$ cat src/rtl/switch_debounce_toggle_if.sv
// Switch conditioner bundle: raw switch pins in, debounced level,
// edge pulses and LED toggles out.
interface switch_debounce_toggle_if #(
    parameter int N_SW = 4
);
    logic [N_SW-1:0] i_Switch;
    logic [N_SW-1:0] o_Switch_Level;
    logic [N_SW-1:0] o_Press_Pulse;
    logic [N_SW-1:0] o_Release_Pulse;
    logic [N_SW-1:0] o_LED_Toggle;

    modport master (
        output i_Switch,
        input  o_Switch_Level,
        input  o_Press_Pulse,
        input  o_Release_Pulse,
        input  o_LED_Toggle
    );

    modport slave (
        input  i_Switch,
        output o_Switch_Level,
        output o_Press_Pulse,
        output o_Release_Pulse,
        output o_LED_Toggle
    );
endinterface

$ cat src/rtl/switch_debounce_toggle.sv
// Push-button conditioner: 2-FF sync, stable-window debounce,
// press/release pulses and a per-switch LED toggle.
module switch_debounce_toggle #(
    parameter int N_SW           = 4,
    parameter int DEBOUNCE_LIMIT = 250000
) (
    input logic                     i_Clk,
    input logic                     i_Rst_L,
    switch_debounce_toggle_if.slave sw_if
);
    localparam int CW = (DEBOUNCE_LIMIT > 2) ? $clog2(DEBOUNCE_LIMIT) : 1;
    localparam logic [CW-1:0] LAST = CW'(DEBOUNCE_LIMIT - 1);

    logic [N_SW-1:0] r_Sync1;
    logic [N_SW-1:0] r_Sync2;
    logic [N_SW-1:0] r_Level;
    logic [N_SW-1:0] r_Press;
    logic [N_SW-1:0] r_Release;
    logic [N_SW-1:0] r_Led;
    logic [CW-1:0]   r_Count [N_SW];

    // A change is accepted only after LIMIT consecutive samples differ
    // from the current level; any sample matching the level restarts it.
    always_ff @(posedge i_Clk or negedge i_Rst_L) begin
        if (!i_Rst_L) begin
            r_Sync1   <= '0;
            r_Sync2   <= '0;
            r_Level   <= '0;
            r_Press   <= '0;
            r_Release <= '0;
            r_Led     <= '0;
            for (int n = 0; n < N_SW; n++) begin
                r_Count[n] <= '0;
            end
        end else begin
            r_Sync1 <= sw_if.i_Switch;
            r_Sync2 <= r_Sync1;
            r_Led   <= r_Led ^ r_Press;
            for (int n = 0; n < N_SW; n++) begin
                r_Press[n]   <= 1'b0;
                r_Release[n] <= 1'b0;
                if (r_Sync2[n] == r_Level[n]) begin
                    r_Count[n] <= '0;
                end else if (r_Count[n] == LAST) begin
                    r_Count[n]   <= '0;
                    r_Level[n]   <= r_Sync2[n];
                    r_Press[n]   <= r_Sync2[n];
                    r_Release[n] <= ~r_Sync2[n];
                end else begin
                    r_Count[n] <= r_Count[n] + CW'(1);
                end
            end
        end
    end

    assign sw_if.o_Switch_Level  = r_Level;
    assign sw_if.o_Press_Pulse   = r_Press;
    assign sw_if.o_Release_Pulse = r_Release;
    assign sw_if.o_LED_Toggle    = r_Led;
endmodule

$ cat src/flat_wrapper.sv
// flat-port wrapper written by rule: the top's interface ports become plain ports
module switch_debounce_toggle_flat 
#(
    parameter int N_SW           = 4,
    parameter int DEBOUNCE_LIMIT = 250000
)
  (i_Clk, i_Rst_L, sw_if_i_Switch, sw_if_o_Switch_Level, sw_if_o_Press_Pulse, sw_if_o_Release_Pulse, sw_if_o_LED_Toggle);
  switch_debounce_toggle_if #(.N_SW(N_SW)) sw_if_i ();
  input logic i_Clk;
  input logic i_Rst_L;
  input wire logic [$bits(sw_if_i.i_Switch)-1:0] sw_if_i_Switch;
  output wire logic [$bits(sw_if_i.o_Switch_Level)-1:0] sw_if_o_Switch_Level;
  output wire logic [$bits(sw_if_i.o_Press_Pulse)-1:0] sw_if_o_Press_Pulse;
  output wire logic [$bits(sw_if_i.o_Release_Pulse)-1:0] sw_if_o_Release_Pulse;
  output wire logic [$bits(sw_if_i.o_LED_Toggle)-1:0] sw_if_o_LED_Toggle;
  assign sw_if_i.i_Switch = sw_if_i_Switch;
  assign sw_if_o_Switch_Level = sw_if_i.o_Switch_Level;
  assign sw_if_o_Press_Pulse = sw_if_i.o_Press_Pulse;
  assign sw_if_o_Release_Pulse = sw_if_i.o_Release_Pulse;
  assign sw_if_o_LED_Toggle = sw_if_i.o_LED_Toggle;
  switch_debounce_toggle #(.N_SW(N_SW), .DEBOUNCE_LIMIT(DEBOUNCE_LIMIT)) u_core (.i_Clk(i_Clk), .i_Rst_L(i_Rst_L), .sw_if(sw_if_i));
endmodule
$ cat config.mk
export PLATFORM = sky130hd
export DESIGN_NAME = switch_debounce_toggle_flat
export DESIGN_NICKNAME = d
export VERILOG_FILES = /design/src/rtl/switch_debounce_toggle_if.sv /design/src/rtl/switch_debounce_toggle.sv /design/src/flat_wrapper.sv
export SDC_FILE = /design/constraint.sdc
export NUM_CORES = 1
export LEC_CHECK = 0
export CORE_ASPECT_RATIO = 0.5
export CORE_MARGIN = 8
export CORE_UTILIZATION = 50
export DETAILED_ROUTE_END_ITERATION = 16
export GPL_TIMING_DRIVEN = 1
export HOLD_SLACK_MARGIN = 0.02
export PLACE_DENSITY = 0.68
export SYNTH_ARGS = -nofsm -noshare
export SYNTH_HDL_FRONTEND = slang
export SYNTH_SLANG_ARGS = --single-unit
$ cat constraint.sdc
create_clock -name i_Clk -period 2.6 [get_ports i_Clk]
set_input_delay 0.39 -clock i_Clk [delete_from_list [all_inputs] [get_ports i_Clk]]
set_output_delay 0.39 -clock i_Clk [all_outputs]
set_load 0.02 [all_outputs]
# [Word-level counts from Yosys, hierarchy flattened]
# Cells that the tools add are included.
# Widths: inputs -> output; s select.
[totals] ff_bits=96 latchBits=0 ram_bits=0 mem_bits_ro=0 output_inout_bits=16 word_cells=62 memories=0
[classes] n_addsub=4 multipliers=0 n_div=0 magnitude_cmp=0 eq_ne=8 shift=0 mux=24 n_bitwise=9 reduce_logical=4
[ops] cell="$mux 18" n=8
[ops] cell="$add 18x1->18 const B" n=4
[ops] cell="$eq 18x18->1 const B" n=4
[ops] cell="$mux 1" n=16
[ops] cell="$not 1->1" n=8
[ops] cell="$reduce_and 2->1" n=4
[ops] cell="$eq 1x1->1" n=4
[ops] cell="$xor 4x4->4" n=1

# [Longest topological paths before layout]
[logic_depth] ltp_word=3 depth_mapped=6 mapped_depth_nobuf=5

# [Least setup slack after synthesis]
# No wires, ideal clock.
[synth_path] path_type="register to register" startpoint="register u_core.r_Count[54] (netlist bit)" endpoint="register u_core.r_Level[0] (netlist: u_core.sw_if.o_Switch_Level[0])" arrival_time_ns=1.689 t_required_ns=2.475 path_slack_ns=0.786 path_stages_with_launch=6 synth_period_minus_slack_ns=1.814 path_cell_list="dfrtp_1 > ha_1 > and4_1 > nand4_1 > or4_4 > mux2_4"
[synth_between] elab_chain_len=2
[synth_rtl] element="start, declared" line_no="switch_debounce_toggle.sv:20" rtl="logic [CW-1:0] r_Count [N_SW];"
[synth_rtl] element="start signal, assigned by index" line_no="switch_debounce_toggle.sv:50" rtl="r_Count[n] <= r_Count[n] + CW'(1);"
[synth_rtl] element="$eq 18x18->1" line_no="switch_debounce_toggle.sv:44" rtl="end else if (r_Count[n] == LAST) begin"
[synth_rtl] element="$reduce_and 2->1 (no line)"
[synth_rtl] element="end signal, assigned by index" line_no="switch_debounce_toggle.sv:46" rtl="r_Level[n] <= r_Sync2[n];"
[synth_rtl] element="end, declared" line_no="switch_debounce_toggle.sv:16" rtl="logic [N_SW-1:0] r_Level;"
# No other way between the ends.
# A chain may end at the register's enable or synchronous reset.

# [Final worst setup path]
[layout_path] startpoint="register u_core.r_Count[18] (netlist bit)" endpoint="register u_core.r_Count[20] (netlist bit)"
[layout_between] elab_chain_len=3 elab_cells_between_ends=4 classes_between="add/sub: 1; eq/ne: 1; mux: 2"
[layout_rtl] element="$add 18x1->18 / $eq 18x18->1 (equally long branches)" line_no="switch_debounce_toggle.sv:50, switch_debounce_toggle.sv:44"
[layout_rtl] element="$mux 18 (*)" line_no="switch_debounce_toggle.sv:44"
[layout_rtl] element="$mux 18 (*)" line_no="switch_debounce_toggle.sv:42" rtl="if (r_Sync2[n] == r_Level[n]) begin"
# Mark *: on every way between the ends. The rest lies on a longest branch, timed or not.

==> metrics <==
status=finished, final reports clean; final WL=7870 um; Critical Path Sink=u_core.r_Count[20]$_DFF_PN0_; global-route usage over all layers=13.4%; clock period minus final worst setup slack=1970 ps; Hold WC Path Type=reg -> reg; most frequent cells in the layout=96 x dfrtp_1, 63 x nor2_1, 31 x xnor2_1, 30 x xor2_1, 28 x nand4_1; Rel. slew slack=62.9%; Critical Path RT=2820 ps; Ports=22; Fin. Hold Viols=0; CTS tree=done; nets@finish=454; post-layout util=59.3%; CP top delay family=compound AO/OA/AOI/OAI gates; Gate Count Post-Synth=416; layout cells sized above 1=8.91%; port buffer count=21; Synth cell types=42; Slew Limit Fails=0; Area growth syn-to-layout=15.3%; Hold WS=351 ps; CP Capture Type=flop; final setup TNS=0 ps; Avg Cell Area, Syn=10.8 um2; initial antenna violation count=0; drt via density=5.50; Worst-Skew Late Latency=340 ps; critical path's largest stage delay=500 ps; number of global-route vias before repair=3,019; Slew @ Worst Pin=555 ps; Clock transition at path regs=60 ps; antenna cells=0; DRC=0; Yosys reg bits=96; FF-to-FF path depth=6; gpl congestion=0.772; post_cts resized=0; Syn Nets=426; Primary FF master, synth=dfrtp_1; largest net degree at the start of global routing=80; TritonCTS Buffers=9; fill cell count=763; max-cap violation count=0; ys async rst share=100%; Worst Skew=8.35 ps; Rows=24; core area=8710 um2; register area share after synthesis=53.6%; WL per Instance=13.9 um; Die Span Y=82.9 um; hold path startpoint=u_core.r_Sync1[0]$_DFF_PN0_; CTS sink cnt=96; Leakage=2.14 nW; Worst R2R End=u_core.r_Count[20]$_DFF_PN0_; first-pass GRT wire length=13,800 um; root buffer cell=clkbuf_16; peak supply drop=0.387 mV; Crit path arrival time=2200 ps; number of synthesized flops with an enable pin=0; fin area=5160 um2; Worst R2R Setup Slack=630 ps; Initial Util=51.4%; Cell Chain, Critical Path=ha_1 -> and4_1 -> nand4_1 -> o41ai_4 -> buf_4 -> nor2_1; post-route insts no fill=566; Horiz. Die Dim=150 um; synth warn=0; final worst path period share=75.9%; Critical Path Start=u_core.r_Count[18]$_DFF_PN0_; area taken by multi-input logic gates=2000 um2; Post-DP HPWL=5390 um; Crit path depth=6; Fmax=0.507 GHz; CP max stage cell=o41ai_4; Detailed Routing Iterations Pass 1=4; RSZ-0062 raised after global routing=no; most common cell after layout, fill and taps aside=dfrtp_1; Congestion Overflow GR=0; routed via count=3,115; CTS Buffer Depth=2; DRT antenna net count=0; pwr dens=585 nW/um2; critical path class=reg -> reg; placed cell count=549; Die ar.=12,400 um2; H-tree levels=3; Final setup viols=0; CP bufs+invs=1; Post-Syn Area=4480 um2; reg2reg start=u_core.r_Count[18]$_DFF_PN0_; crit start category=flop; worst-path maximum fanout=9; Post-DP Area=4830 um2; register area=2400 um2; 1st-iter DRT viols=138
==> where the power goes <==
group	total [mW]	internal [mW]	switching, mW
registers	1.53	1.51	0.0188
clock network	1.39	0.843	0.550
logic	0.0958	0.0350	0.0608
total	3.02	2.39	0.629
==> cell families (layout without fill, tap and decap cells) <==
family | after synthesis | in the layout | share of synthesized area, %
buffers and inverters | 16 | 49 | 1.70
multiplexers | 4 | 4 | 1.09
XOR/XNOR | 61 | 61 | 11.9
adder cells (fa/ha/maj) | 4 | 4 | 1.12
flip-flops | 96 | 96 | 53.6
AO/OA/AOI/OAI | 26 | 26 | 4.30
AND/OR/NAND/NOR | 209 | 209 | 26.2
==> worst reg2reg max path: cells and delay by family (launching register included) <==
family,cells,cell delay (ps)
and+or+nand+nor,3,460
buffers and inverters,1,270
adders and majority gates,1,230
DFF,1,390
AOI/OAI and AO/OA,1,500
==> repair_timing <==
action	CTS	global route
hold buffers	1	0
endpoints found under the setup margin	0	0
hold endpoints to repair	17	0
buffers inserted	0	0
==> worst min-delay path by stage <==
stage / to / depth (start not counted)
floorplan: u_core.r_Count[0]$_DFF_PN0_ / 0
global placement: u_core.r_Count[40]$_DFF_PN0_ / 1
detailed placement: u_core.r_Count[41]$_DFF_PN0_ / 1
CTS: u_core.r_Sync2[0]$_DFF_PN0_ / 0
global route: u_core.r_Sync2[0]$_DFF_PN0_ / 0
finish: u_core.r_Sync2[0]$_DFF_PN0_ / 0
==> per-stage QoR <==
step / power (mW) / setup slack, ps
floorplan: 1.60 / 786
global placement: 1.66 / 679
detailed placement: 1.66 / 615
CTS: 3.07 / 616
global route: 3.15 / 456
finish: 3.02 / 627
==> cells in the mapped netlist (all sizes together) (3+ instances only) <==
master	n	area, um2
a21oi	11	58.8
and3	10	62.6
and4	12	106
buf	5	33.8
clkbuf	6	23.8
dfrtp	96	2400
ha	4	50.1
inv	5	18.8
mux2	4	48.8
nand2	17	63.8
nand3	23	115
nand4	29	196
nor2	63	236
nor3	9	45.0
nor3b	8	60.1
nor4	13	81.3
nor4b	3	32.5
o21ai	11	55.1
o41ai	3	71.3
or3	10	67.6
or4	4	37.5
xnor2	31	272
xor2	30	263
==> metal layers <==
| metal | vias to the layer above | global-route usage (%) | wire length [um] |
|---|---|---|---|
| met5 | - | 0 | 0 |
| met4 | 0 | 5.32 | 122 |
| met3 | 13 | 3.46 | 204 |
| met2 | 35 | 21.5 | 3720 |
| met1 | 1523 | 17.0 | 3820 |
| li1 | 1544 | - | - |
==> flip-flops by register name, summed over array words and instances (netlist names) <==
| signal | count |
|---|---|
| u_core.sw_if.o_Press_Pulse | 4 |
| u_core.r_Sync1 | 4 |
| u_core.sw_if.o_LED_Toggle | 4 |
| u_core.sw_if.o_Switch_Level | 4 |
| u_core.r_Count | 72 |
| u_core.sw_if.o_Release_Pulse | 4 |
| u_core.r_Sync2 | 4 |
==> layout make-up <==
type                    count  share of cell area (%)
clock buffers               9                    4.36
clock inverters             7                    1.84
inverters                   5                   0.364
multi-input cells         304                    38.7
flip-flops and latches     96                    46.5
well taps                 117                    2.84
repair buffers             28                    5.33
Power figures use the tool's default switching activity.
==> RTL edit, RTL diff (config.mk and constraints unchanged) <==
`DEBOUNCE_LIMIT` is set to 250000 in 2 places; all go to 500000.
--- a/src/rtl/switch_debounce_toggle.sv
+++ b/src/rtl/switch_debounce_toggle.sv
@@ -2,7 +2,7 @@
 // press/release pulses and a per-switch LED toggle.
 module switch_debounce_toggle #(
     parameter int N_SW           = 4,
-    parameter int DEBOUNCE_LIMIT = 250000
+    parameter int DEBOUNCE_LIMIT = 500000
 ) (
     input logic                     i_Clk,
     input logic                     i_Rst_L,
--- a/src/flat_wrapper.sv
+++ b/src/flat_wrapper.sv
@@ -2,7 +2,7 @@
 module switch_debounce_toggle_flat 
 #(
     parameter int N_SW           = 4,
-    parameter int DEBOUNCE_LIMIT = 250000
+    parameter int DEBOUNCE_LIMIT = 500000
 )
   (i_Clk, i_Rst_L, sw_if_i_Switch, sw_if_o_Switch_Level, sw_if_o_Press_Pulse, sw_if_o_Release_Pulse, sw_if_o_LED_Toggle);
   switch_debounce_toggle_if #(.N_SW(N_SW)) sw_if_i ();
Check against the original RTL: no difference found for any inputs over 10 cycles, from zero or initial values and one cycle with i_Rst_L low; that may be too few to reach the edited logic, so the function may still have changed.
==> RTL edit against the original RTL <==
Power up 1.7%. Sequential cell count up 4. Core utilization grew 0.67 points. Wire length grew 3.1%. Synthesized area grew 2.5%. Worst setup slack worse by 0.086 ns. First-iteration DRC count is 14% lower. Final cell count is 4.6% higher. Non-clock buffer count rose by 1. Design area rose by 2.5%. Clock skew is 0.0025 ns lower. Sequential share of layout area grew 0.75 points. Critical path type unchanged.
==> RTL edit: results (changes against the original RTL) <==
| Metric | Value |
|---|---|
| WL per Instance | `13.7 um (-1.4%)` |
| Synth top cells by count | `100 x dfrtp_1, 57 x nor2_1, 34 x xnor2_1` |
| Largest stage delay on the critical path | `0.54 ns (+0.04 ns)` |
| Min-delay worst type | `primary input to asynchronous set/reset pin` |
| Final ANT Viol Nets | `0 (unchanged)` |
| Cts bufs inserted | `9 (unchanged)` |
| Pre-antenna DRT Iters | `4 (unchanged)` |
| Synthesized net count | `449 (+5.4%)` |
| Synth area leaders | `dfrtp_1 54%, xnor2_1 6.5%, nor2_1 4.7%` |
| All-Layer GR Usage | `13.8% (+0.42 points)` |
| Final Wtd Congestion | `0.786 (+1.8%)` |
| Nets | `481 (+5.9%)` |
| Port bufs | `21 (unchanged)` |
| Leakage Power | `2.14 nW (about the same)` |
| Global-route wire length before repair | `14400 um (+3.9%)` |
| Crit Path Max Fanout | `6 (-3)` |
| Synth async-reset ratio | `100% (unchanged)` |
| Status | `completed` |
| Initial antenna violation count | `0 (unchanged)` |
| Crit path from | `u_core.r_Count[0]` |
| Clock root cell | `clkbuf_16` |
| Max reg flops | `76 (+5.6%)` |
| Netlist cell types | `39 (-7.1%)` |
| Post-CTS Resized | `0 (unchanged)` |
| Place WS | `0.557 ns (-0.0580 ns)` |
| Yosys warns | `0 (unchanged)` |
| Clock Skews | `0.00581 ns (-0.00253 ns)` |
| Least-Margin Pin Slew | `0.560 ns (+0.00455 ns)` |
| Postcts setup bufs | `0 (unchanged)` |
| Clock Path Buffers | `2 (unchanged)` |
| Reg with most FFs | `u_core.r_Count` |
| Routed WL | `8110 um (+3.1%)` |
| Share of post-route cells with drive strength above 1 | `9.05% (+0.14 points)` |
| H-Tree Depth | `3 (unchanged)` |
| Seq/Total Area, Yosys | `54.5% (+0.85 points)` |
| Largest net degree at the start of global routing | `58 (-28%)` |
| ANT cells | `0 (unchanged)` |
| Vias in the first global route | `3141 (+4.0%)` |
| Worst skew pair latency | `0.34 ns (about the same)` |
| CP delay by family, top | `simple AND/OR/NAND/NOR gates` |
| Detailed placer's ending HPWL | `5660 um (+5.1%)` |
| Fill count | `741 (-2.9%)` |
| Via count | `3220 (+3.4%)` |
| Avg Inst Size Synth | `10.5 sq um (-2.8%)` |
| Placed cell count | `577 (+5.1%)` |
| Initial drt markers | `118 (-14%)` |
| Clock transition at path regs | `0.06 ns (about the same)` |
| Worst EP arrival | `2.32 ns (+0.12 ns)` |
| Slowest-stage cell, CP | `or3_2` |
| VDD IR max | `0.000351 V (-9.2%)` |
RTL edit: final cells by class:
class / instances / area share [%]
Clock buffer: 10 / 4.33
Tap cell: 117 / 2.77
Multi-Input combinational cell: 323 / 38.3
Timing Repair Buffer: 29 / 5.30
Clock inverter: 5 / 1.47
Sequential cell: 100 / 47.3
Inverter: 8 / 0.567
RTL edit: path summary, 6_finish.rpt:
path	slack, ns	end	cells after the start
min in group i_Clk	0.35	u_core.r_Sync2[1]	0
hold / removal	0.04	u_core.r_Count[18]	1
setup / recovery	0.54	u_core.r_Count[18]	5
max in group asynchronous	1.88	u_core.r_Sync1[1]	2
setup reg to reg	0.54	u_core.r_Count[18]	5
hold reg to reg	0.35	u_core.r_Sync2[1]	0
RTL edit: report_power, final:
| part | switching, mW | internal [mW] |
|---|---|---|
| logic | 0.0639 | 0.0339 |
| clock network | 0.543 | 0.834 |
| registers | 0.0210 | 1.58 |
RTL edit: metrics by stage:
stage | area (sq um) | total power [mW] | hold WS [ns]
floorplan | 4590 | 1.66 | 0.0944
global placement | 4990 | 1.73 | 0.334
detailed placement | 4990 | 1.73 | 0.337
CTS | 5290 | 3.12 | 0.0555
global route | 5290 | 3.19 | 0.0879
finish | 5290 | 3.07 | 0.0417
RTL edit: cell families after synthesis:
| logic type | after synthesis | share of synthesized area (%) |
|---|---|---|
| mux | 4 | 0.981 |
| fa+ha+maj | 4 | 1.09 |
| compound gates | 44 | 5.42 |
| flops | 100 | 54.5 |
| xor+xnor | 56 | 10.7 |
| buf+inv | 16 | 1.36 |
| simple gates | 215 | 26.0 |
RTL edit: layer usage:
metal,vias up,part of all wire (%),GRT usage [%]
li1,1619,-,-
met1,1562,50,18.0
met2,29,45,21.1
met3,10,2.9,4.06
met4,0,1.6,5.92
met5,-,0,0
